**config.mk**
```make
export PLATFORM = sky130hd
export DESIGN_NAME = fetch_unit
export DESIGN_NICKNAME = d
export VERILOG_FILES = /design/src/rtl/fetch_pkg.sv /design/src/rtl/fetch_unit.sv
export SDC_FILE = /design/constraint.sdc
export NUM_CORES = 1
export LEC_CHECK = 0
export ABC_CLOCK_PERIOD_IN_PS = 6800
export CAP_MARGIN = 20
export CORE_MARGIN = 4
export CORE_UTILIZATION = 51
export CTS_CLUSTER_SIZE = 20
export DETAILED_ROUTE_END_ITERATION = 12
export PLACE_DENSITY = 0.83
export REMOVE_ABC_BUFFERS = 1
export SETUP_SLACK_MARGIN = 0.5
export SLEW_MARGIN = 10
export SYNTH_ARGS = -nofsm -noshare
export SYNTH_HDL_FRONTEND = slang
export SYNTH_SLANG_ARGS = --single-unit
```
**constraint.sdc**
```tcl
create_clock -name clk -period 6.8 [get_ports clk]
set_input_delay 1.02 -clock clk [delete_from_list [all_inputs] [get_ports clk]]
set_output_delay 1.02 -clock clk [all_outputs]
set_load 0.05 [all_outputs]
```
**src/rtl/fetch_pkg.sv**
```systemverilog
// Shared types and constants for the instruction fetch stage.
// Pure declarations: no latency, no flow control.
// State encoding is visible to anything that wants to decode halted/fault.
package fetch_pkg;

    typedef enum logic [1:0] {
        ST_RUN   = 2'd0,
        ST_HALT  = 2'd1,
        ST_FAULT = 2'd2
    } fetch_state_e;

    localparam logic [31:0] HALT_WORD   = 32'h0000_0000;
    localparam int unsigned INSTR_BYTES = 4;

endpackage

```
**src/rtl/fetch_unit.sv**
```systemverilog
// Instruction fetch: PC register drives imem_addr, returned word lands in a registered output slot.
// Latency 1 cycle from PC on imem_addr to out_valid; redirect costs one bubble.
// Slot holds (pc and outputs frozen) while out_valid & !out_ready; redirect flushes the slot.
module fetch_unit
    import fetch_pkg::*;
#(
    parameter logic [63:0] RESET_PC = 64'h0,
    parameter logic [63:0] MEM_SIZE = 64'd4095
) (
    input  logic        clk,
    input  logic        reset,
    output logic [63:0] imem_addr,
    input  logic [31:0] imem_instr,
    input  logic        redirect_valid,
    input  logic [63:0] redirect_pc,
    output logic        out_valid,
    input  logic        out_ready,
    output logic [63:0] out_pc,
    output logic [31:0] out_instr,
    output logic        halted,
    output logic        fault,
    output logic [31:0] fetch_count
);

    fetch_state_e state_q, state_d;
    logic [63:0]  pc_q, pc_d;
    logic         out_valid_q, out_valid_d;
    logic [63:0]  out_pc_q, out_pc_d;
    logic [31:0]  out_instr_q, out_instr_d;
    logic [31:0]  fetch_count_q, fetch_count_d;

    logic         slot_free;
    logic         in_range;
    logic [64:0]  last_byte;

    // One extra bit so a PC near 2^64 cannot wrap into the valid window.
    assign last_byte = {1'b0, pc_q} + 65'd3;
    assign in_range  = (pc_q[1:0] == 2'b00) && (last_byte <= ({1'b0, MEM_SIZE} - 65'd1));
    assign slot_free = !out_valid_q || out_ready;

    always_comb begin
        state_d       = state_q;
        pc_d          = pc_q;
        out_valid_d   = out_valid_q;
        out_pc_d      = out_pc_q;
        out_instr_d   = out_instr_q;
        fetch_count_d = fetch_count_q;

        if (out_valid_q && out_ready && !redirect_valid) begin
            fetch_count_d = fetch_count_q + 32'd1;
        end

        case (state_q)
            ST_RUN, ST_HALT: begin
                if (redirect_valid) begin
                    out_valid_d = 1'b0;
                    pc_d        = redirect_pc;
                    state_d     = ST_RUN;
                end else if (slot_free) begin
                    out_valid_d = 1'b0;
                    if (state_q == ST_RUN) begin
                        // Range is checked before the halt word: out-of-range reads are undefined.
                        if (!in_range) begin
                            state_d = ST_FAULT;
                        end else if (imem_instr == HALT_WORD) begin
                            state_d = ST_HALT;
                        end else begin
                            out_valid_d = 1'b1;
                            out_pc_d    = pc_q;
                            out_instr_d = imem_instr;
                            pc_d        = pc_q + 64'(INSTR_BYTES);
                        end
                    end
                end
            end
            ST_FAULT: begin
                out_valid_d = 1'b0;
            end
            default: begin
                state_d     = ST_FAULT;
                out_valid_d = 1'b0;
            end
        endcase
    end

    always_ff @(posedge clk or negedge reset) begin
        if (!reset) begin
            state_q       <= ST_RUN;
            pc_q          <= RESET_PC;
            out_valid_q   <= 1'b0;
            out_pc_q      <= 64'h0;
            out_instr_q   <= 32'h0;
            fetch_count_q <= 32'h0;
        end else begin
            state_q       <= state_d;
            pc_q          <= pc_d;
            out_valid_q   <= out_valid_d;
            out_pc_q      <= out_pc_d;
            out_instr_q   <= out_instr_d;
            fetch_count_q <= fetch_count_d;
        end
    end

    assign imem_addr   = pc_q;
    assign out_valid   = out_valid_q;
    assign out_pc      = out_pc_q;
    assign out_instr   = out_instr_q;
    assign halted      = (state_q == ST_HALT);
    assign fault       = (state_q == ST_FAULT);
    assign fetch_count = fetch_count_q;

endmodule

```
==> impl_metrics.env <==
export IMPL_fin_crit_ps=5020
export IMPL_place_congestion=1.00
export IMPL_hold_path_end="fetch_count[31]$_DFFE_PN0P_"
export IMPL_syn_inst=953
export IMPL_htree_levels=4
export IMPL_syn2layout_area_growth_pct=39.2
export IMPL_grt_max_degree=129
export IMPL_power_mw=2.51
export IMPL_rrSetupSlack_ps=1780
export IMPL_clk_pin_slew_worst_paths_ps=80
export IMPL_grt_pass1_vias=8271
export IMPL_synth_edf_count=0
export IMPL_setup_viol=0
export IMPL_cts_resized=0
export IMPL_hold_viol=0
export IMPL_clock_sinks=195
export IMPL_drive_gt1_frac=0.0494
export IMPL_syn_cell_area_sq_um=9420
export IMPL_io_buffers=294
export IMPL_crit_fanout=52
export IMPL_powerDensity_nw_per_um2=191
export IMPL_finalMaxSlewViolations=0
export IMPL_hold_ws_ps=479
export IMPL_cp_start_kind="flop"
export IMPL_ys_async_sr_fraction=1.00
export IMPL_seq_area_frac_synth=0.518
export IMPL_grt_setup_unrepaired="false"
export IMPL_ant_nets=0
export IMPL_setup_slack_ps=1780
export IMPL_p_sw_frac=0.276
export IMPL_drt_total_wl_um=30500
export IMPL_via_count=8451
export IMPL_synth_top_area_share=0.518
export IMPL_core_sq_um=18100
export IMPL_pwr_share_clk=0.420
export IMPL_fin_util=0.725
export IMPL_tritoncts="yes"
export IMPL_yosys_register_bits=195
export IMPL_die_area_sq_um=20700
export IMPL_ys_warn_count=0
export IMPL_post_place_ws_ps=1790
export IMPL_power_switching_mw=0.691
export IMPL_clock_latency_ps=430
export IMPL_start_util=0.521
export IMPL_dpl_instance_area_sq_um=12500
export IMPL_hold_buffers=0
export IMPL_antenna_found_initial=0
export IMPL_min_delay_path_depth=1
export IMPL_internal_power_mw=1.82
export IMPL_min_path_type="reg2reg"
export IMPL_r2r_end="out_instr[14]$_DFFE_PN0P_"
export IMPL_skew_ps=11.6
export IMPL_io_pin_count=295
export IMPL_die_height_um=144
export IMPL_hpwlAfterDp_um=22600
export IMPL_rr_startpoint="imem_addr[2]$_DFFE_PN0P_"
export IMPL_worst_pin_slew_ps=1060
export IMPL_synthDistinctLibCells=62
export IMPL_fillers=1286
export IMPL_clockBufferDepth=2
export IMPL_nets=1326
export IMPL_ys_flop_type="dfrtp_1"
export IMPL_grt_overflow=0
export IMPL_dp_cells=1431
export IMPL_drc=0
export IMPL_cp_end_kind="flop"
export IMPL_grt_pass1_wl_um=46600
export IMPL_cp_arrival_ps=5330
export IMPL_rows=49
export IMPL_fin_area_sq_um=13100
export IMPL_routedWlPerCell_um=20.8
export IMPL_synth_area_leader_cell="dfrtp_1"
export IMPL_p_comb_frac=0.095
export IMPL_critPathKind="reg2reg"
export IMPL_crit_required_ps=7110
export IMPL_peakVddDrop_mv=0.171
export IMPL_synth_area_leaders="dfrtp_1 52%, nand2_1 7.2%, mux2_1 5.4%"
export IMPL_status="finished, final reports clean"
export IMPL_max_freq_mhz=199
export IMPL_seqPwrFrac=0.485
export IMPL_p_leak_nw=5.76
export IMPL_post_cts_buffers=0
export IMPL_vias_per_cell=5.77
export IMPL_dr_pass1_iters=5
export IMPL_drtIter0Drc=497
export IMPL_tns_ps=0
export IMPL_synth_most_common_cell="dfrtp_1"
export IMPL_grt_util_all_layers=0.291
export IMPL_synthTopCellsByCount="195 x dfrtp_1, 180 x nand2_1, 63 x nor2_1, 55 x nor2b_1, 46 x nand3_1"
export IMPL_slew_headroom=0.290
export IMPL_drv_cap=0
export IMPL_ff2ff_path_depth=11
export IMPL_finalCritPeriodShare=0.739
export IMPL_startpoint="imem_addr[2]$_DFFE_PN0P_"
export IMPL_syn_area_per_cell_sq_um=9.89
export IMPL_dieWidth_um=144
export IMPL_hp_start="fetch_count[31]$_DFFE_PN0P_"
export IMPL_layoutNonFillerInstCount=1465
export IMPL_cts_root_buf="clkbuf_16"
export IMPL_numCtsBuffers=17
==> sequential cells by signal (all words and copies together) (netlist names) <==
register,cells
out_valid,1
imem_addr,64
out_instr,32
fetch_count,32
state_q,2
out_pc,64
==> layout make-up <==
type / count / area, sq um / share of cell area
multi-input cells: 691 / 4220 / 0.322
inverters: 17 / 63.8 / 0.00487
diodes: 1 / 2.50 / 0.000191
repair buffers: 300 / 3020 / 0.231
flip-flops and latches: 195 / 4880 / 0.372
clock buffers: 17 / 425 / 0.0324
well taps: 229 / 287 / 0.0218
clock inverters: 15 / 208 / 0.0158
==> power groups by stage <==
stage	Sequential, mW	Clock (mW)	Combinational (mW)
2_1_floorplan	1.28	0	0.0396
3_3_place_gp	1.24	0	0.236
3_5_place_dp	1.24	0	0.237
4_1_cts	1.21	1.07	0.239
5_1_grt	1.22	1.13	0.254
6_report	1.22	1.05	0.239
==> kinds of logic after synthesis <==
kind of cell | Yosys count | synth area share
flip-flops | 195 | 0.518
adder cells (fa/ha/maj) | 4 | 0.00531
AO/OA/AOI/OAI | 78 | 0.0571
XOR/XNOR | 51 | 0.0474
buffers and inverters | 67 | 0.0348
AND/OR/NAND/NOR | 503 | 0.272
multiplexers | 55 | 0.0653
==> worst max-delay path: stages (launching register included) <==
cell and delay [ps]:
dfrtp_1 600, o2111ai_1 230, nor3_1 700, nand4_1 450
nor4_1 340, a21oi_1 70, nor4_1 320, a21bo_2 310
or4_4 530, nor2_8 640, buf_12 310, mux2_1 360
==> per-layer routing <==
layer / share of wire / track usage / vias up / routed length [um]
met5: 0 / 0 / - / 0
met4: 0.032 / 0.101 / 0 / 978
met3: 0.080 / 0.0659 / 65 / 2440
met2: 0.48 / 0.473 / 383 / 14600
met1: 0.41 / 0.388 / 4120 / 12400
li1: - / - / 3883 / -
==> how the worst max path moves through the flow <==
stage / to / cells past startpoint
final: out_instr[14]$_DFFE_PN0P_ / 11
after global placement: out_instr[15]$_DFFE_PN0P_ / 11
after global routing: out_instr[14]$_DFFE_PN0P_ / 10
after CTS: out_instr[14]$_DFFE_PN0P_ / 10
after detailed placement: out_instr[14]$_DFFE_PN0P_ / 10
after floorplan: out_pc[4]$_DFFE_PN0P_ / 12
==> layout by cell type, fill, tap and decap left out, types with 4 or more instances in the layout <==
cell type        Yosys  routed
nor2b_1             55      54
o22ai_1              6       6
clkbuf_16            0      17
a22oi_1              4       4
and3_1              14      14
dfrtp_1            195     195
o31ai_1              5       5
nor2_1              63      63
o21ai_0             19      19
or4_1                8       8
nor3b_1              6       6
inv_6                0       4
mux2_1              45      45
inv_1               16      16
ha_1                 4       4
nand3_1             46      46
buf_4                0       4
nor4_1              26      26
xnor2_1             35      35
nor3_1              27      27
clkdlybuf4s50_1      0     293
clkinv_8             0       6
or2_2                6       6
mux2_2               7       7
xor2_1              16      16
nand2_1            180     179
nand4_1             34      34
or3_1                7       7
a211oi_1             4       4
and4_1              11      11
a21oi_1             11      11
No activity file was read; power rests on OpenSTA's default activity.
